### config.mk
export PLATFORM = sky130hd
export DESIGN_NAME = key_debouncer_flat
export DESIGN_NICKNAME = d
export VERILOG_FILES = /design/src/rtl/key_debouncer_if.sv /design/src/rtl/key_debouncer.sv /design/src/flat_wrapper.sv
export SDC_FILE = /design/constraint.sdc
export NUM_CORES = 1
export LEC_CHECK = 0
export CAP_MARGIN = 5
export CORE_UTILIZATION = 50
export DETAILED_ROUTE_END_ITERATION = 8
export HOLD_SLACK_MARGIN = 0.05
export PLACE_DENSITY_LB_ADDON = 0.1
export SLEW_MARGIN = 20
export SYNTH_ARGS = -nofsm -noshare
export SYNTH_HDL_FRONTEND = slang
export SYNTH_SLANG_ARGS = --single-unit
export TNS_END_PERCENT = 10
### constraint.sdc
create_clock -name clock -period 4.4 [get_ports clock]
set_input_delay 0.66 -clock clock [delete_from_list [all_inputs] [get_ports clock]]
set_output_delay 0.66 -clock clock [all_outputs]
set_load 0.005 [all_outputs]
### src/rtl/key_debouncer_if.sv
// Key channel bundle: raw active-low key inputs and conditioned level/event outputs.
interface key_debouncer_if #(
  parameter int unsigned NUM_KEYS = 2
);
  logic [NUM_KEYS-1:0] keys_n;
  logic [NUM_KEYS-1:0] key_state;
  logic [NUM_KEYS-1:0] key_press;
  logic [NUM_KEYS-1:0] key_release;
  logic [NUM_KEYS-1:0] key_long;
  logic [NUM_KEYS-1:0] key_repeat;

  modport master (
    output keys_n,
    input  key_state,
    input  key_press,
    input  key_release,
    input  key_long,
    input  key_repeat
  );

  modport slave (
    input  keys_n,
    output key_state,
    output key_press,
    output key_release,
    output key_long,
    output key_repeat
  );
endinterface

### src/rtl/key_debouncer.sv
// Push-button conditioner: per-key synchroniser, debounce FSM, press/release/long strobes.
// Define KEY_REPEAT_EN to add periodic key_repeat strobes while a key stays long-held.
module key_debouncer #(
  parameter int unsigned NUM_KEYS        = 2,
  parameter int unsigned DEBOUNCE_CYCLES = 500000,
  parameter int unsigned LONG_CYCLES     = 50000000,
  parameter int unsigned REPEAT_CYCLES   = 10000000
) (
  input logic            clock,
  input logic            nReset,
  key_debouncer_if.slave bus
);

  localparam logic [31:0] DebLast  = 32'(DEBOUNCE_CYCLES - 1);
  localparam logic [31:0] LongLast = 32'(LONG_CYCLES - 1);
`ifdef KEY_REPEAT_EN
  localparam logic [31:0] RepLast  = 32'(REPEAT_CYCLES - 1);
`endif

  if (DEBOUNCE_CYCLES < 1 || LONG_CYCLES < 1 || REPEAT_CYCLES < 1) begin : gen_param_check
    $error("key_debouncer: cycle parameters must be >= 1");
  end

  typedef enum logic [2:0] {
    StIdle,
    StDebPress,
    StPressed,
    StLongHeld,
    StDebRelease
  } state_e;

  logic [NUM_KEYS-1:0] sync1_q;
  logic [NUM_KEYS-1:0] sync_q;
  logic [NUM_KEYS-1:0] key_state_vec;
  logic [NUM_KEYS-1:0] key_press_vec;
  logic [NUM_KEYS-1:0] key_release_vec;
  logic [NUM_KEYS-1:0] key_long_vec;
  logic [NUM_KEYS-1:0] key_repeat_vec;

  // Reset loads "released" so a key held through reset is seen as a fresh press.
  always_ff @(posedge clock) begin
    if (!nReset) begin
      sync1_q <= '1;
      sync_q  <= '1;
    end else begin
      sync1_q <= bus.keys_n;
      sync_q  <= sync1_q;
    end
  end

  for (genvar i = 0; i < NUM_KEYS; i++) begin : gen_key
    state_e      state_q;
    logic [31:0] deb_cnt_q;
    logic [31:0] hold_cnt_q;
    logic        long_done_q;
    logic        key_state_q;
    logic        press_q;
    logic        release_q;
    logic        long_q;
    logic        s;

    assign s = sync_q[i];

`ifdef KEY_REPEAT_EN
    logic [31:0] rep_cnt_q;
    logic        repeat_q;

    always_ff @(posedge clock) begin
      if (!nReset) begin
        rep_cnt_q <= '0;
        repeat_q  <= 1'b0;
      end else begin
        repeat_q <= 1'b0;
        case (state_q)
          StPressed: begin
            if (!s && hold_cnt_q == LongLast) rep_cnt_q <= '0;
          end
          StLongHeld: begin
            if (!s) begin
              if (rep_cnt_q == RepLast) begin
                repeat_q  <= 1'b1;
                rep_cnt_q <= '0;
              end else begin
                rep_cnt_q <= rep_cnt_q + 32'd1;
              end
            end
          end
          StDebRelease: begin
            if (s && deb_cnt_q == DebLast) rep_cnt_q <= '0;
          end
          default: ;
        endcase
      end
    end

    assign key_repeat_vec[i] = repeat_q;
`else
    assign key_repeat_vec[i] = 1'b0;
`endif

    always_ff @(posedge clock) begin
      if (!nReset) begin
        state_q     <= StIdle;
        deb_cnt_q   <= '0;
        hold_cnt_q  <= '0;
        long_done_q <= 1'b0;
        key_state_q <= 1'b0;
        press_q     <= 1'b0;
        release_q   <= 1'b0;
        long_q      <= 1'b0;
      end else begin
        press_q   <= 1'b0;
        release_q <= 1'b0;
        long_q    <= 1'b0;
        case (state_q)
          StIdle: begin
            if (!s) begin
              state_q   <= StDebPress;
              deb_cnt_q <= '0;
            end
          end
          StDebPress: begin
            if (s) begin
              state_q   <= StIdle;
              deb_cnt_q <= '0;
            end else if (deb_cnt_q == DebLast) begin
              state_q     <= StPressed;
              press_q     <= 1'b1;
              key_state_q <= 1'b1;
              hold_cnt_q  <= '0;
            end else begin
              deb_cnt_q <= deb_cnt_q + 32'd1;
            end
          end
          StPressed: begin
            if (s) begin
              state_q   <= StDebRelease;
              deb_cnt_q <= '0;
            end else if (hold_cnt_q == LongLast) begin
              state_q     <= StLongHeld;
              long_q      <= 1'b1;
              long_done_q <= 1'b1;
            end else begin
              hold_cnt_q <= hold_cnt_q + 32'd1;
            end
          end
          StLongHeld: begin
            if (s) begin
              state_q   <= StDebRelease;
              deb_cnt_q <= '0;
            end
          end
          StDebRelease: begin
            // A release bounce resumes the hold with hold_cnt_q untouched.
            if (!s) begin
              state_q <= long_done_q ? StLongHeld : StPressed;
            end else if (deb_cnt_q == DebLast) begin
              state_q     <= StIdle;
              release_q   <= 1'b1;
              key_state_q <= 1'b0;
              long_done_q <= 1'b0;
              hold_cnt_q  <= '0;
            end else begin
              deb_cnt_q <= deb_cnt_q + 32'd1;
            end
          end
          default: state_q <= StIdle;
        endcase
      end
    end

    assign key_state_vec[i]   = key_state_q;
    assign key_press_vec[i]   = press_q;
    assign key_release_vec[i] = release_q;
    assign key_long_vec[i]    = long_q;
  end

  assign bus.key_state   = key_state_vec;
  assign bus.key_press   = key_press_vec;
  assign bus.key_release = key_release_vec;
  assign bus.key_long    = key_long_vec;
  assign bus.key_repeat  = key_repeat_vec;

endmodule

### src/flat_wrapper.sv
// flat-port wrapper written by rule: the top's interface ports become plain ports
module key_debouncer_flat 
#(
  parameter int unsigned NUM_KEYS        = 2,
  parameter int unsigned DEBOUNCE_CYCLES = 500000,
  parameter int unsigned LONG_CYCLES     = 50000000,
  parameter int unsigned REPEAT_CYCLES   = 10000000
)
  (clock, nReset, bus_keys_n, bus_key_state, bus_key_press, bus_key_release, bus_key_long, bus_key_repeat);
  key_debouncer_if #(.NUM_KEYS(NUM_KEYS)) bus_i ();
  input logic clock;
  input logic nReset;
  input wire logic [$bits(bus_i.keys_n)-1:0] bus_keys_n;
  output wire logic [$bits(bus_i.key_state)-1:0] bus_key_state;
  output wire logic [$bits(bus_i.key_press)-1:0] bus_key_press;
  output wire logic [$bits(bus_i.key_release)-1:0] bus_key_release;
  output wire logic [$bits(bus_i.key_long)-1:0] bus_key_long;
  output wire logic [$bits(bus_i.key_repeat)-1:0] bus_key_repeat;
  assign bus_i.keys_n = bus_keys_n;
  assign bus_key_state = bus_i.key_state;
  assign bus_key_press = bus_i.key_press;
  assign bus_key_release = bus_i.key_release;
  assign bus_key_long = bus_i.key_long;
  assign bus_key_repeat = bus_i.key_repeat;
  key_debouncer #(.NUM_KEYS(NUM_KEYS), .DEBOUNCE_CYCLES(DEBOUNCE_CYCLES), .LONG_CYCLES(LONG_CYCLES), .REPEAT_CYCLES(REPEAT_CYCLES)) u_core (.clock(clock), .nReset(nReset), .bus(bus_i));
endmodule
==> results.tsv, run 1 <==
stage	metric	value	unit
outcome	status	finished clean	
drt	wirelength	15.3	mm
logic_synthesis	avgSynthCellArea	8.46	um2
clocking	root_buffer	clkbuf_16	
global_route	grt_max_degree	33	
drt	wl_per_cell	14.6	um
setup_path	arrival	3.09	ns
drt	firstDrtPassIters	5	
logic_synthesis	synth_edf_count	0	
placed_design	postPlaceCellArea	0.00748	mm2
setup_path	end_kind	register	
timing	fin_skew	0.00791	ns
global_route	grt_pass1_vias	5579	
power_and_ir_drop	p_total	2.90	mW
power_and_ir_drop	peakVddDrop	0.282	mV
logic_synthesis	async_flop_share	0	%
timing	worst_pin_slew	0.979	ns
global_route	grt_pass1_wl	26.2	mm
placed_design	place.port_buffers	11	
timing	min_period	2.82	ns
timing	hold_viol	0	
logic_synthesis	ys.flop_type	dfxtp_1	
timing	fmax	355	MHz
logic_synthesis	synth_area	0.00737	mm2
hold_path	hold_path_class	register to register	
placed_design	dp.cells	1017	
drt	vias_per_cell	5.77	
power_and_ir_drop	power-per-cell-area	357	mW/mm2
global_route	grt_use_total	21.9	%
logic_synthesis	synth_warnings	0	
clocking	cts_resized	0	
clocking	cts_tree	built	
final_layout	finalNetCount	864	
logic_synthesis	yosysTopAreaCellShare	40.2	%
final_layout	design_area	0.00811	mm2
timing	period_share	64.1	%
logic_synthesis	synth.ff_latch_count	148	
final_layout	layout-drive-gt1-share	7.13	%
drt	vias	6050	
clocking	cts_post_setup_buffers_inserted	0	
floorplanning	io_pins	14	
final_layout	insertedDiodeCount	0	
floorplanning	core	0.0141	mm2
placed_design	place_congestion	0.830	
floorplanning	die-area	0.0152	mm2
clocking	cts_hold_buf	0	
clocking	htreeDepth	4	
logic_synthesis	synth.distinct_cells	62	
power_and_ir_drop	p_leak	2.66	nW
drt	drtIter0Drc	424	
clocking	numCtsBuffers	17	
timing	maxSlewViolCount	0	
timing	setup_violations	0	
clocking	clk_path_buf_depth	2	
clocking	clock-sinks	148	
final_layout	finalNonFillerCells	1049	
logic_synthesis	syn_inst	871	
floorplanning	rows	43	
logic_synthesis	yosys.area.top_type	dfxtp_1	
setup_path	critPathLaunchType	register	
floorplanning	start_util	52.1	%
timing	holdWs	0.410	ns
setup_path	required	4.67	ns
placed_design	hpwl	10.5	mm
global_route	grt_antenna_before_repair	0	
timing	fin_tns_setup	0	ns
clocking	clk_pin_slew	0.06	ns
setup_path	crit_type	register to register	
run	drv_cap	0	
floorplanning	die_w	123	um
floorplanning	die_y	123	um
drt	drc_errors	0	
global_route	grt_overflow	0	
logic_synthesis	yosysSeqAreaShare	40.2	%
logic_synthesis	ys_top_cells_by_area	dfxtp_1 (40%), xor2_1 (6.5%), nor2_1 (6.4%), xnor2_1 (5.0%), nand3_1 (4.2%)	
final_layout	area_growth	10.1	%
clocking	insertion_delay	0.43	ns
timing	timing.max_slew.rel_slack	34.2	%
setup_path	cp_max_fo	30	
timing	rsz0062_at_grt	false	
drt	ant_nets	0	
## cells in the final DEF, fill, tap and decap left out, types with 4 or more instances in the layout
master,Yosys,routed
nand2_1,44,44
nor3_1,31,30
clkbuf_8,0,4
and2_1,7,7
nor4_4,5,5
or4_1,5,5
o2111ai_1,8,8
clkinv_2,0,5
nor4_1,15,15
o211ai_1,4,4
o21ai_0,32,31
clkbuf_16,0,17
buf_4,14,4
a21oi_1,35,35
ha_1,4,4
or3_1,30,30
xnor2_1,42,42
nand3_1,62,62
inv_1,13,13
dfxtp_1,148,148
nor4b_1,11,11
nor2_1,126,126
nand4_1,41,41
clkdlybuf4s50_1,0,11
and4_1,14,14
xor2_1,55,55
nand2b_1,9,8
and3_1,26,26
## sequential cells by signal, indices dropped and copies added, names as in the netlist
register	flops
u_core.sync1_q	2
u_core.gen_key.long_q	2
u_core.gen_key.key_state_q	2
u_core.gen_key.hold_cnt_q	64
u_core.gen_key.deb_cnt_q	64
u_core.gen_key.press_q	2
u_core.gen_key.state_q	6
u_core.gen_key.release_q	2
u_core.sync_q	2
u_core.gen_key.long_done_q	2
## path summary, 6_finish.rpt
kind / start / end / slack (ns) / cells after the start
setup / recovery: u_core.gen_key[1].deb_cnt_q[27]$_SDFFE_PN0P_ / u_core.gen_key[1].hold_cnt_q[19]$_SDFFE_PN0P_ / 1.58 / 6
hold / removal: u_core.sync1_q[0]$_SDFF_PN1_ / u_core.sync_q[0]$_SDFF_PN1_ / 0.41 / 1
setup reg to reg: u_core.gen_key[1].deb_cnt_q[27]$_SDFFE_PN0P_ / u_core.gen_key[1].hold_cnt_q[19]$_SDFFE_PN0P_ / 1.58 / 6
hold reg to reg: u_core.sync1_q[0]$_SDFF_PN1_ / u_core.sync_q[0]$_SDFF_PN1_ / 0.41 / 1
## cells in the mapped netlist, types with 3 or more instances
| cell type | n |
|---|---|
| nor4_1 | 15 |
| and2_1 | 7 |
| inv_1 | 13 |
| and4_1 | 14 |
| nand2_1 | 44 |
| or4_1 | 5 |
| xnor2_1 | 42 |
| nand3_1 | 62 |
| dfxtp_1 | 148 |
| ha_1 | 4 |
| o21ai_0 | 32 |
| o31ai_1 | 4 |
| nand3b_1 | 3 |
| o2111ai_1 | 8 |
| nor2_1 | 126 |
| nand4_1 | 41 |
| clkbuf_1 | 26 |
| o21a_1 | 3 |
| buf_4 | 14 |
| nand2b_1 | 9 |
| nor2b_1 | 3 |
| or3_1 | 30 |
| o21ai_1 | 4 |
| a21oi_1 | 35 |
| o211ai_1 | 4 |
| and3_1 | 26 |
| buf_2 | 6 |
| or2_2 | 3 |
| xor2_1 | 55 |
| nor4_4 | 5 |
| nor3_1 | 31 |
| nor4b_1 | 11 |
## report_power, final
group          switching [mW]  internal, mW  leakage [nW]  total [mW]
Combinational          0.0399        0.0132          1.16      0.0531
Clock                   0.546         0.948         0.307        1.49
Sequential            0.00630          1.34          1.19        1.35
Total                   0.592          2.31          2.66        2.90
## cell type report
class                           instances  area, um2
Fill cell                            1231       6040
Multi-Input combinational cell        660       4120
Sequential cell                       148       2960
Clock buffer                           23        488
Tap cell                              180        225
Timing Repair Buffer                   15        140
Clock inverter                          9        124
Inverter                               14       52.6
## cells by family after synthesis
family          count (synthesis)  share of synthesized area, %
xor+xnor                       97                          11.5
mux                             3                         0.425
buf+inv                        64                          4.28
flops                         148                          40.2
compound gates                102                          8.75
other cells                     1                        0.0509
fa+ha+maj                       4                         0.679
simple gates                  452                          34.1
## per-stage QoR
stage | setup slack [ns] | utilization [%]
2_1_floorplan | 2.18 | -
3_3_place_gp | 1.54 | 52.9
3_5_place_dp | 1.39 | 52.9
4_1_cts | 1.39 | 57.2
5_1_grt | 1.28 | 57.3
6_report | 1.58 | 57.3
## critical path, cell delays in order, from the launching register on
cell and delay [ns]:
dfxtp_1 0.34, nor4b_1 0.31, nand3_1 0.29, nor4_4 0.60, o211ai_1 0.21, nand2_1 0.77, nor2_1 0.13
## layer usage
layer / vias up / share of wire (%) / track usage (%)
met2: 131 / 46 / 35.0
met4: 0 / 0.79 / 6.70
met1: 2839 / 49 / 28.4
met5: - / 0 / 0
li1: 3071 / - / -
met3: 9 / 4.4 / 6.13
(Power assumes the default switching activity.)
==> run 2, diff against run 1 <==
Clock period 4.4 ns to 2.65 ns, I/O delays scaled along.
==> run 2 against run 1 <==
  * Power is 67% higher
  * Utilization is 1.1 points higher
  * First-iteration DRC count up 17%
  * Final area rose by 1.9%
  * Setup slack lost 1.4 ns
  * Flip-flop and latch count stayed put
  * Via count increased by 2.3%
==> results.tsv, run 2 (synthesis gave the netlist of run 1 again) <==
stage	metric	value	unit	change
timing	holdWs	0.411	ns	+0.000351 ns
floorplanning	core	0.0141	mm2	unchanged
power_and_ir_drop	power-per-cell-area	585	mW/mm2	+64%
clocking	numCtsBuffers	17		unchanged
power_and_ir_drop	p_leak	2.74	nW	+3.2%
outcome	status	finished clean		
final_layout	fillCellCount	1257		+2.1%
timing	rsz0062_at_grt	true		
final_layout	design_area	0.00827	mm2	+1.9%
final_layout	layout-drive-gt1-share	9.10	%	+2.0 points
final_layout	reg_top3	u_core.gen_key.deb_cnt_q: 64 flops, u_core.gen_key.hold_cnt_q: 64 flops, u_core.gen_key.state_q: 6 flops		
timing	maxSlewViolCount	0		unchanged
placed_design	place.port_buffers	11		unchanged
global_route	grt_use_total	22.7	%	+0.86 points
timing	fin_skew	0.00740	ns	-0.000510 ns
clocking	clock-sinks	148		unchanged
final_layout	mostFrequentLayoutCell	dfxtp_1		
global_route	grt_max_degree	33		unchanged
setup_path	required	3.01	ns	-1.66 ns
timing	worst_pin_slew	0.951	ns	-0.0280 ns
hold_path	hold_path_class	register to register		
clocking	insertion_delay	0.42	ns	about the same
setup_path	end_kind	register		
setup_path	crit_type	register to register		
placed_design	hpwl	11.2	mm	+6.7%
run	drv_cap	0		unchanged
drt	vias_per_cell	5.78		+0.29%
clocking	root_buffer	clkbuf_16		
clocking	htreeDepth	4		unchanged
drt	drtIter0Drc	494		+17%
drt	ant_nets	0		unchanged
clocking	clk_path_buf_depth	2		unchanged
final_layout	finalNonFillerCells	1070		+2.0%
timing	period_share	93.0	%	+29 points
floorplanning	rows	43		unchanged
drt	vias	6189		+2.3%
global_route	grt_antenna_before_repair	0		unchanged
clocking	clk_pin_slew	0.06	ns	about the same
placed_design	postPlaceCellArea	0.00765	mm2	+2.3%
power_and_ir_drop	peakVddDrop	0.482	mV	+71%
floorplanning	die-area	0.0152	mm2	unchanged
clocking	cts_tree	built		
global_route	grt_pass1_wl	27.4	mm	+4.5%
final_layout	insertedDiodeCount	0		unchanged
drt	wl_per_cell	15.1	um	+3.1%
timing	fmax	406	MHz	+14%
setup_path	critPathLaunchType	register		
clocking	cts_post_setup_buffers_inserted	0		unchanged
setup_path	arrival	2.82	ns	-0.27 ns
final_layout	area_growth	12.2	%	
timing	timing.max_slew.rel_slack	36.0	%	+1.8 points
setup_path	cp_max_fo	15		-50%
drt	wirelength	16.1	mm	+5.2%
placed_design	place_congestion	0.852		+2.7%
floorplanning	die_y	123	um	unchanged
timing	setup_violations	0		unchanged
drt	firstDrtPassIters	5		unchanged
drt	drc_errors	0		unchanged
clocking	cts_hold_buf	0		unchanged
floorplanning	die_w	123	um	unchanged
timing	hold_viol	0		unchanged
global_route	grt_pass1_vias	5845		+4.8%
final_layout	finalNetCount	885		+2.4%
timing	min_period	2.47	ns	-0.355 ns
floorplanning	io_pins	14		unchanged
placed_design	dp.cells	1038		+2.1%
final_layout	final_cell_mix	dfxtp_1 (148), nor2_1 (126), nand3_1 (62)		
floorplanning	start_util	52.1	%	unchanged
clocking	cts_resized	0		unchanged
global_route	grt_overflow	0		unchanged
run 2: cell count changes in the layout (fill, tap and decap cells not counted), moves of 2 or more:
| cell | delta |
|---|---|
| clkinv_4 | +3 |
| o31ai_1 | +2 |
| buf_4 | +20 |
| clkinvlp_4 | +5 |
| clkinv_2 | -4 |
| o31ai_2 | -2 |
| clkbuf_8 | -3 |
| clkbuf_1 | -2 |
run 2: critical path, stage by stage, from the launching register on:
cell and delay [ns]:
dfxtp_1 0.34, ha_1 0.23, and3_1 0.24, nand4_1 0.19, nor3_1 0.11, or3_1 0.55
buf_4 0.24, or3_1 0.35, a21oi_1 0.15
run 2: final cells by class:
class / instances / area, um2 / area share [%]
tap: 180 / 225 / 2.72
clock buffer: 18 / 439 / 5.31
timing repair buffer: 36 / 310 / 3.75
multi-input combinational: 660 / 4100 / 49.6
inverter: 14 / 52.6 / 0.636
sequential: 148 / 2960 / 35.8
clock inverter: 14 / 176 / 2.13
run 2: report_power, final:
| group | internal [mW] | total (mW) | switching [mW] | leakage [nW] |
|---|---|---|---|---|
| Clock | 1.51 | 2.49 | 0.981 | 0.285 |
| Sequential | 2.23 | 2.24 | 0.0105 | 1.19 |
| Combinational | 0.0295 | 0.0968 | 0.0672 | 1.26 |
run 2: path summary, 6_finish.rpt:
path,startpoint,to,slack (ns),cells after the start
setup / recovery,u_core.gen_key[1].deb_cnt_q[0]$_SDFFE_PN0P_,u_core.gen_key[1].deb_cnt_q[25]$_SDFFE_PN0P_,0.18,8
hold / removal,u_core.sync1_q[0]$_SDFF_PN1_,u_core.sync_q[0]$_SDFF_PN1_,0.41,1
setup reg to reg,u_core.gen_key[1].deb_cnt_q[0]$_SDFFE_PN0P_,u_core.gen_key[1].deb_cnt_q[25]$_SDFFE_PN0P_,0.18,8
hold reg to reg,u_core.sync1_q[0]$_SDFF_PN1_,u_core.sync_q[0]$_SDFF_PN1_,0.41,1
run 2: per-layer routing:
layer / global-route usage (%) / vias to the layer above / wire length (um)
li1: - / 3110 / -
met1: 29.8 / 2950 / 7750
met2: 36.5 / 113 / 7600
met3: 5.40 / 16 / 584
met4: 7.53 / 0 / 197
met5: 0 / - / 0
run 2: metrics by stage:
| stage | worst slack (ns) | total power [mW] | utilization [%] | TNS, ns |
|---|---|---|---|---|
| finish | 0.185 | 4.83 | 58.4 | 0 |
| global route | -0.000404 | 5.00 | 58.4 | -0.000404 |
| CTS | 0.188 | 4.88 | 58.4 | 0 |
| detailed placement | 0.206 | 2.39 | 54.1 | 0 |
| global placement | 0.309 | 2.39 | 54.1 | 0 |
| floorplan | 0.429 | 2.36 | - | 0 |
